<file path="src/rtl/conv_frame_ctrl.sv">
// Frame sequencer for conv_top: loads nine shadow coefficients, streams one
// frame of pixels, then counts convolution outputs until done or drain timeout.
module conv_frame_ctrl #(
  parameter int PIX_W    = 8,
  parameter int COEF_W   = 16,
  parameter int IMG_W    = 64,
  parameter int IMG_H    = 64,
  parameter int EXP_OUT  = 3844,
  parameter int DRAIN_TO = 256
) (
  input  logic              clk,
  input  logic              rstn,
  input  logic              start,
  input  logic              abort,
  input  logic              coef_we,
  input  logic [3:0]        coef_waddr,
  input  logic [COEF_W-1:0] coef_wdata,
  input  logic              src_valid,
  input  logic [PIX_W-1:0]  src_data,
  output logic              src_ready,
  output logic              kernel_wr,
  output logic [3:0]        kernel_addr,
  output logic [COEF_W-1:0] kernel_data,
  output logic              valid_in,
  output logic [PIX_W-1:0]  px_in,
  input  logic              conv_valid_out,
  output logic              busy,
  output logic              done,
  output logic              err_timeout,
  output logic              irq,
  output logic [31:0]       out_count
);

  localparam int TOTAL = IMG_W * IMG_H;
  localparam int PCW   = $clog2(TOTAL + 1);
  localparam int DCW   = $clog2(DRAIN_TO + 1);

  typedef enum logic [2:0] {S_IDLE, S_LOAD_K, S_STREAM, S_DRAIN, S_DONE} state_t;

  state_t              state_reg, state_next;
  logic [COEF_W-1:0]   shadow [9];
  logic [PCW-1:0]      pix_cnt_reg;
  logic [DCW-1:0]      drain_cnt_reg;
  logic                src_ready_reg, kernel_wr_reg, valid_in_reg;
  logic                busy_reg, done_reg, err_timeout_reg, irq_reg;
  logic [3:0]          kernel_addr_reg, kaddr_next;
  logic [COEF_W-1:0]   kernel_data_reg;
  logic [PIX_W-1:0]    px_in_reg;
  logic [31:0]         out_count_reg;
  logic                accept, last_px, success, timeout, start_take, counting;

  // Each shadow coefficient is only writable while the sequencer is idle.
  for (genvar gi = 0; gi < 9; gi++) begin : g_shadow
    logic [COEF_W-1:0] coef_q;
    always_ff @(posedge clk or posedge rstn) begin
      if (rstn)
        coef_q <= '0;
      else if (coef_we && !busy_reg && coef_waddr == 4'(gi))
        coef_q <= coef_wdata;
    end
    assign shadow[gi] = coef_q;
  end

  assign accept     = (state_reg == S_STREAM) && src_ready_reg && src_valid && !abort;
  assign last_px    = accept && (pix_cnt_reg == PCW'(TOTAL - 1));
  assign success    = (out_count_reg == 32'(EXP_OUT));
  assign timeout    = !conv_valid_out && (drain_cnt_reg == DCW'(DRAIN_TO - 1));
  assign start_take = (state_reg == S_IDLE) && (state_next == S_LOAD_K);
  assign counting   = (state_reg == S_STREAM) || (state_reg == S_DRAIN);
  assign kaddr_next = (state_reg == S_IDLE) ? 4'd0 : kernel_addr_reg + 4'd1;

  always_ff @(posedge clk or posedge rstn) begin
    if (rstn) state_reg <= S_IDLE;
    else      state_reg <= state_next;
  end

  always_comb begin
    state_next = state_reg;
    case (state_reg)
      S_IDLE:   if (start) state_next = S_LOAD_K;
      S_LOAD_K: if (kernel_addr_reg == 4'd8) state_next = S_STREAM;
      S_STREAM: if (last_px) state_next = S_DRAIN;
      S_DRAIN:  if (success || timeout) state_next = S_DONE;
      S_DONE:   state_next = S_IDLE;
      default:  state_next = S_IDLE;
    endcase
    // Abort overrides every transition but is meaningless when already idle.
    if (abort && state_reg != S_IDLE) state_next = S_IDLE;
  end

  always_ff @(posedge clk or posedge rstn) begin
    if (rstn) begin
      src_ready_reg   <= 1'b0;
      kernel_wr_reg   <= 1'b0;
      kernel_addr_reg <= '0;
      kernel_data_reg <= '0;
      valid_in_reg    <= 1'b0;
      px_in_reg       <= '0;
      busy_reg        <= 1'b0;
      done_reg        <= 1'b0;
      err_timeout_reg <= 1'b0;
      irq_reg         <= 1'b0;
      out_count_reg   <= '0;
      pix_cnt_reg     <= '0;
      drain_cnt_reg   <= '0;
    end else begin
      kernel_wr_reg <= (state_next == S_LOAD_K);
      src_ready_reg <= (state_next == S_STREAM);
      busy_reg      <= (state_next != S_IDLE);
      irq_reg       <= (state_next == S_DONE);
      valid_in_reg  <= accept;

      if (state_next == S_LOAD_K) begin
        kernel_addr_reg <= kaddr_next;
        kernel_data_reg <= shadow[kaddr_next];
      end

      if (accept) px_in_reg <= src_data;

      if (start_take) begin
        done_reg        <= 1'b0;
        err_timeout_reg <= 1'b0;
        out_count_reg   <= '0;
        pix_cnt_reg     <= '0;
      end else begin
        if (accept) pix_cnt_reg <= pix_cnt_reg + PCW'(1);
        if (counting && conv_valid_out && out_count_reg != '1)
          out_count_reg <= out_count_reg + 32'd1;
        if (state_next == S_DONE) done_reg <= 1'b1;
        // A simultaneous success suppresses the timeout flag.
        if (state_reg == S_DRAIN && state_next == S_DONE && !success)
          err_timeout_reg <= 1'b1;
      end

      if (state_reg != S_DRAIN || conv_valid_out) drain_cnt_reg <= '0;
      else                                        drain_cnt_reg <= drain_cnt_reg + DCW'(1);
    end
  end

  assign src_ready   = src_ready_reg;
  assign kernel_wr   = kernel_wr_reg;
  assign kernel_addr = kernel_addr_reg;
  assign kernel_data = kernel_data_reg;
  assign valid_in    = valid_in_reg;
  assign px_in       = px_in_reg;
  assign busy        = busy_reg;
  assign done        = done_reg;
  assign err_timeout = err_timeout_reg;
  assign irq         = irq_reg;
  assign out_count   = out_count_reg;

endmodule
</file>
<file path="config.mk">
export PLATFORM = sky130hd
export DESIGN_NAME = conv_frame_ctrl
export DESIGN_NICKNAME = d
export VERILOG_FILES = /design/src/rtl/conv_frame_ctrl.sv
export SDC_FILE = /design/constraint.sdc
export NUM_CORES = 1
export LEC_CHECK = 0
export ABC_CLOCK_PERIOD_IN_PS = 7320
export CORE_ASPECT_RATIO = 0.9
export CORE_MARGIN = 2
export CORE_UTILIZATION = 45
export DETAILED_ROUTE_END_ITERATION = 8
export GPL_ROUTABILITY_DRIVEN = 0
export PLACE_DENSITY = 0.65
export REMOVE_ABC_BUFFERS = 1
export SETUP_SLACK_MARGIN = 0.4
export SKIP_LAST_GASP = 1
export SLEW_MARGIN = 15
export SYNTH_ARGS = -nofsm -noshare
export SYNTH_HDL_FRONTEND = slang
export SYNTH_SLANG_ARGS = --single-unit
</file>
<file path="constraint.sdc">
create_clock -name clk -period 7.32 [get_ports clk]
set_input_delay 0.732 -clock clk [delete_from_list [all_inputs] [get_ports clk]]
set_output_delay 0.732 -clock clk [all_outputs]
set_load 0.05 [all_outputs]
</file>
==> results of run 1 <==
[worst max-delay path, cell delays in order, from the launching register on]
cell and delay (ns):
dfrtp_2 0.40, inv_1 0.47, ha_1 0.91, nand2_1 0.77, o221ai_1 0.45, a32o_1 0.23, mux2_2 0.16
[report_power, final]
group          switching (mW)  total, mW  internal [mW]
Sequential              0.228       1.95           1.72
Combinational           0.995       1.82          0.823
Clock                   0.516       1.28          0.762
Total                    1.74       5.04           3.30
[layer usage]
| layer | global-route usage | vias to the layer above |
|---|---|---|
| li1 | - | 3627 |
| met1 | 0.318 | 3901 |
| met2 | 0.319 | 186 |
| met5 | 0 | - |
| met4 | 0.0612 | 0 |
| met3 | 0.0234 | 46 |
[cells in the final DEF (no fill, tap or decap), types with 16 or more instances in the layout]
| cell type | n |
|---|---|
| a32o_1 | 16 |
| nand3_1 | 37 |
| o21ai_0 | 35 |
| o221ai_1 | 16 |
| mux2_2 | 161 |
| xnor2_1 | 21 |
| inv_1 | 19 |
| clkbuf_16 | 27 |
| nor2_1 | 54 |
| and3_1 | 31 |
| clkdlybuf4s50_1 | 101 |
| a21oi_1 | 37 |
| mux2i_1 | 26 |
| nand2_1 | 86 |
| xor2_1 | 16 |
| dfrtp_1 | 235 |
[worst max path at each step]
stage,to,slack (ns)
floorplan,busy,0.11
global placement,kernel_data[14],4.01
detailed placement,kernel_data[15],3.92
CTS,kernel_data[15],3.89
global route,kernel_data[11],3.70
finish,kernel_data[11],3.85
[cells by family after synthesis]
logic type               count (synthesis)
flip-flops                             236
multiplexers                           187
AO/OA/AOI/OAI                          122
AND/OR/NAND/NOR                        302
adder cells (fa/ha/maj)                  7
buffers and inverters                   67
XOR/XNOR                                37
[layout make-up]
type | count | area [µm²] | share of cell area
sequential | 236 | 5910 | 0.449
timing repair buffer | 113 | 1100 | 0.0837
clock buffer | 42 | 822 | 0.0625
clock inverter | 4 | 25.0 | 0.00190
multi-input combinational | 655 | 4840 | 0.368
inverter | 20 | 82.6 | 0.00627
tap | 308 | 385 | 0.0293
[metrics by stage]
stage / hold slack (ns) / cell area, µm² / setup slack [ns]
after floorplan: 0.455 / 10800 / 0.113
after global placement: 0.457 / 12300 / 4.01
after detailed placement: 0.463 / 12300 / 3.92
final: 0.478 / 13200 / 3.85
after global routing: 0.511 / 13200 / 3.70
after CTS: 0.478 / 13200 / 3.89
==> flow_summary.yaml, run 1 <==
outcome:
  outcome: "complete, no violations"
die:
  row_count: 54
  fp.dieW_um: 169
  die_height_um: 152
  die_area_um2: 25700
  num_io_pins: 102
  start_util: 0.456
  core-area_um2: 24100
sta:
  max_freq_mhz: 289
  rsz0062_at_grt: "false"
  worstMarginPinSlew_ns: 1.12
  timing.final.crit_share: 0.474
  slew_headroom: 0.255
  finClkSkew_ns: 0.0202
  fin_crit_ns: 3.47
  hold_violations: 0
  setup_viol: 0
  slew_viol_final: 0
  setup_tns_ns: 0
global_routing:
  grt_pass1_vias: 7809
  grt_max_degree: 126
  grt_use_total: 0.210
  grt_pass1_wl_um: 43200
  grt_overflow: 0
  antenna_found_initial: 0
drt:
  vias: 7760
  wl_met2_um: 11900
  dr.pass1.iters: 4
  wl_met1_um: 13100
  met3RoutedLength_um: 1270
  vias_per_cell: 5.63
  post_drt_wl_per_cell_um: 19.5
  ant_nets: 0
  drt-initial-drc-count: 458
  highest_layer: "met4"
  wl_um: 26800
  drcViolationCount: 0
layout:
  post-route-util: 0.546
  drive_gt1_frac: 0.210
  fin_nets: 1094
  num_antenna_cells: 0
  finalNonFillerCells: 1378
  fillCellCount: 2107
  syn2layout_area_growth_pct: 19.7
  largest_reg_flops: 144
logic_synthesis:
  synthArstFlopShare: 1.00
  yosysMostFrequentCell: "dfrtp_1"
  syn_avg_cell_area_um2: 11.5
  synth-main-ff-cell: "dfrtp_1"
  synth.area.mux_share: 0.189
  ys_seq_area_frac: 0.537
  ys_warn_count: 0
  yosys.area_share.simple: 0.141
  synth-xor-area-share: 0.0295
  synth_largest_area_cell: "dfrtp_1"
  synthesis.area_um2: 11000
  synth_cell_types: 46
  syn_inst: 958
  synth_edf_count: 0
  synth_fa_ha_area_frac: 0.00797
  ys_ff_latch: 236
  synthTopCellsByCount: "236 x dfrtp_1, 161 x mux2_2, 86 x nand2_1"
  synthTopCellsByArea: "dfrtp_1 54%, mux2_2 16%, nand2_1 2.9%"
  synth_top_family_by_area: "multiplexers"
  yosysTopAreaCellShare: 0.537
  synth-compound-area-share: 0.0729
cts:
  cts_root_buf: "clkbuf_16"
  cts_resized: 0
  cts_hold_buf: 0
  worstSkewPairLatency_ns: 0.53
  post-cts-setup-buffer-count: 0
  clkSinkCount: 236
  clock_path_buffers: 3
  tritoncts: "built"
  htreeDepth: 1
  cts.reportedPaths.clkPinSlew_ns: 0.06
  cts_made_buffers: 26
power:
  leakage_nw: 5.79
  ir_drop_v: 0.000195
  power_density_nw_per_um2: 383
  total_power_mw: 5.04
placed_design:
  dp_hpwl_um: 16900
  placed_cells: 1332
  io_buffers: 101
worst_hold_path:
  hold_path.class: "reg -> reg"
  hold_depth: 2
  min_from: "px_in[0]"
  hold_end: "px_in[0]"
setup_path:
  cp.required_ns: 7.78
  r2r_end: "kernel_data[11]"
  crit_arrival_ns: 3.93
  critPathKind: "reg -> reg"
  cp-start-kind: "flop"
  rr_worst_depth: 6
  end_kind: "flop"
  path_max_fanout: 27
  critPathLaunch: "kernel_addr[0]"
  r2r_start: "kernel_addr[0]"
  r2r_slack_ns: 3.85
flow_run:
  maxCapViolCount: 0
Note: power is estimated with default switching activity, not from simulation.
==> run 2: changes to the inputs <==
- ABC_CLOCK_PERIOD_IN_PS: 7320 -> 3600
- PLACE_DENSITY: 0.65 -> 0.62
- clock period: 7.32 -> 3.6 ns (I/O delays scaled with it)
==> run 2 against run 1 <==
  * Largest power group unchanged
  * Critical path depth is 4 lower
  * First-iteration DRC count is 13% higher
  * Largest cell class unchanged
  * Critical path type is now reg -> out
  * Sequential power is 100% higher
  * Hold slack worse by 0.12 ns
  * Sequential share of layout area is 0.48 points lower
  * Non-clock buffer count is 11 higher
  * Via count hardly changed
  * Critical endpoint is now kernel_addr[0]
==> flow_summary.yaml, run 2 (synthesis results as in run 1) <==
outcome:
  outcome: "complete, no violations"
drt:
  wl_um: 27000
  vias: 7766
  dr.pass1.iters: 4
  drt-initial-drc-count: 516
  post_drt_wl_per_cell_um: 19.4
  vias_per_cell: 5.60
  ant_nets: 0
  drcViolationCount: 0
layout:
  syn2layout_area_growth_pct: 21.0
  post-route-util: 0.552
  register_area_um2: 5910
  fin_nets: 1104
  multi_input_area_um2: 4840
  fillCellCount: 2119
  drive_gt1_frac: 0.218
  final_cell_mix: "235 x dfrtp_1, 161 x mux2_2, 101 x clkdlybuf4s50_1"
  fin_area_um2: 13300
  layout_commonest_cell: "dfrtp_1"
  num_antenna_cells: 0
  largest_reg_flops: 144
placed_design:
  dp_hpwl_um: 16900
  placed_area_um2: 12400
  io_buffers: 101
sta:
  fin_crit_ns: 2.93
  setup_viol: 0
  slew_viol_final: 0
  worstMarginPinSlew_ns: 0.991
  timing.final.crit_share: 0.814
  setup_tns_ns: 0
  finClkSkew_ns: 0.00846
  max_freq_mhz: 341
  hold_violations: 0
  rsz0062_at_grt: "false"
  slew_headroom: 0.338
setup_path:
  cp.required_ns: 3.24
  path_max_fanout: 63
  critPathMaxStageDelay_ns: 0.95
  crit_arrival_ns: 2.57
  end_kind: "output port"
  critPathKind: "reg -> out"
  cp-start-kind: "flop"
  cpLargestDelayFamily: "buffers and inverters"
  path_buf_inv: 2
  crit_slowest_cell: "clkdlybuf4s50_1"
  worstPathCellList: "buf_4 -> clkdlybuf4s50_1"
global_routing:
  grt_pass1_vias: 7686
  grt_pass1_wl_um: 43800
  grt_max_degree: 102
  antenna_found_initial: 0
  grt_overflow: 0
  grt_use_total: 0.212
cts:
  cts.reportedPaths.clkPinSlew_ns: 0.06
  worstSkewPairLatency_ns: 0.52
  cts_hold_buf: 0
  cts_resized: 0
  post-cts-setup-buffer-count: 0
  clkSinkCount: 236
  cts_root_buf: "clkbuf_16"
  htreeDepth: 1
  tritoncts: "built"
  clock_path_buffers: 3
  cts_made_buffers: 25
die:
  fp.dieW_um: 169
  die_height_um: 152
  row_count: 54
  die_area_um2: 25700
  core-area_um2: 24100
  start_util: 0.456
  num_io_pins: 102
power:
  internal_power_mw: 6.89
  leakage_nw: 5.87
  clkPwrFrac: 0.259
  pwr-share-comb: 0.365
  p_sw_frac: 0.339
  ir_drop_v: 0.000369
  p_seq_frac: 0.376
  power_density_nw_per_um2: 782
  switchingPower_mw: 3.52
worst_hold_path:
  hold_path.class: "in -> async"
flow_run:
  maxCapViolCount: 0
run 2: worst paths after layout:
kind                       slack, ns               endpoint  cells past startpoint             start
min                             0.36       drain_cnt_reg[3]                      2              rstn
max in group asynchronous       2.41  g_shadow[8].coef_q[1]                      3              rstn
max                             0.67         kernel_addr[0]                      2    kernel_addr[0]
min in group clk                0.37               px_in[6]                      3       src_data[6]
min reg2reg                     0.47               px_in[0]                      2          px_in[0]
max reg2reg                     0.77         kernel_data[8]                     11  drain_cnt_reg[0]
run 2: layout make-up:
type                            count  area share
Multi-Input combinational cell    655       0.364
Clock buffer                       40      0.0573
Timing Repair Buffer              124      0.0918
Tap cell                          308      0.0290
Sequential cell                   236       0.444
Clock inverter                      5     0.00781
Inverter                           20     0.00621
run 2: stage by stage:
stage | power [mW] | hold slack [ns] | setup slack [ns] | std cells
2_1_floorplan | 6.50 | 0.455 | -3.23 | 911
3_3_place_gp | 7.70 | 0.459 | 0.677 | 1343
3_5_place_dp | 7.79 | 0.464 | 0.662 | 1343
4_1_cts | 10.5 | 0.358 | 0.638 | 1388
5_1_grt | 11.0 | 0.379 | 0.534 | 1388
6_report | 10.4 | 0.359 | 0.669 | 1388
run 2: metal layers:
layer / track usage / part of all wire / wire length, µm / vias to the layer above
met4: 0.0452 / 0.015 / 413 / 0
met5: 0 / 0 / 0 / -
met3: 0.0322 / 0.046 / 1230 / 29
met2: 0.326 / 0.45 / 12300 / 148
met1: 0.319 / 0.48 / 13100 / 3930
li1: - / - / - / 3659
run 2: power by group through the flow:
| stage | combinational (mW) | sequential [mW] | clock, mW |
|---|---|---|---|
| 6_report | 3.80 | 3.92 | 2.69 |
| 5_1_grt | 4.12 | 4.03 | 2.85 |
| 4_1_cts | 3.84 | 3.92 | 2.74 |
| 3_5_place_dp | 3.83 | 3.96 | 0 |
| 3_3_place_gp | 3.78 | 3.92 | 0 |
| 2_1_floorplan | 2.19 | 4.32 | 0 |
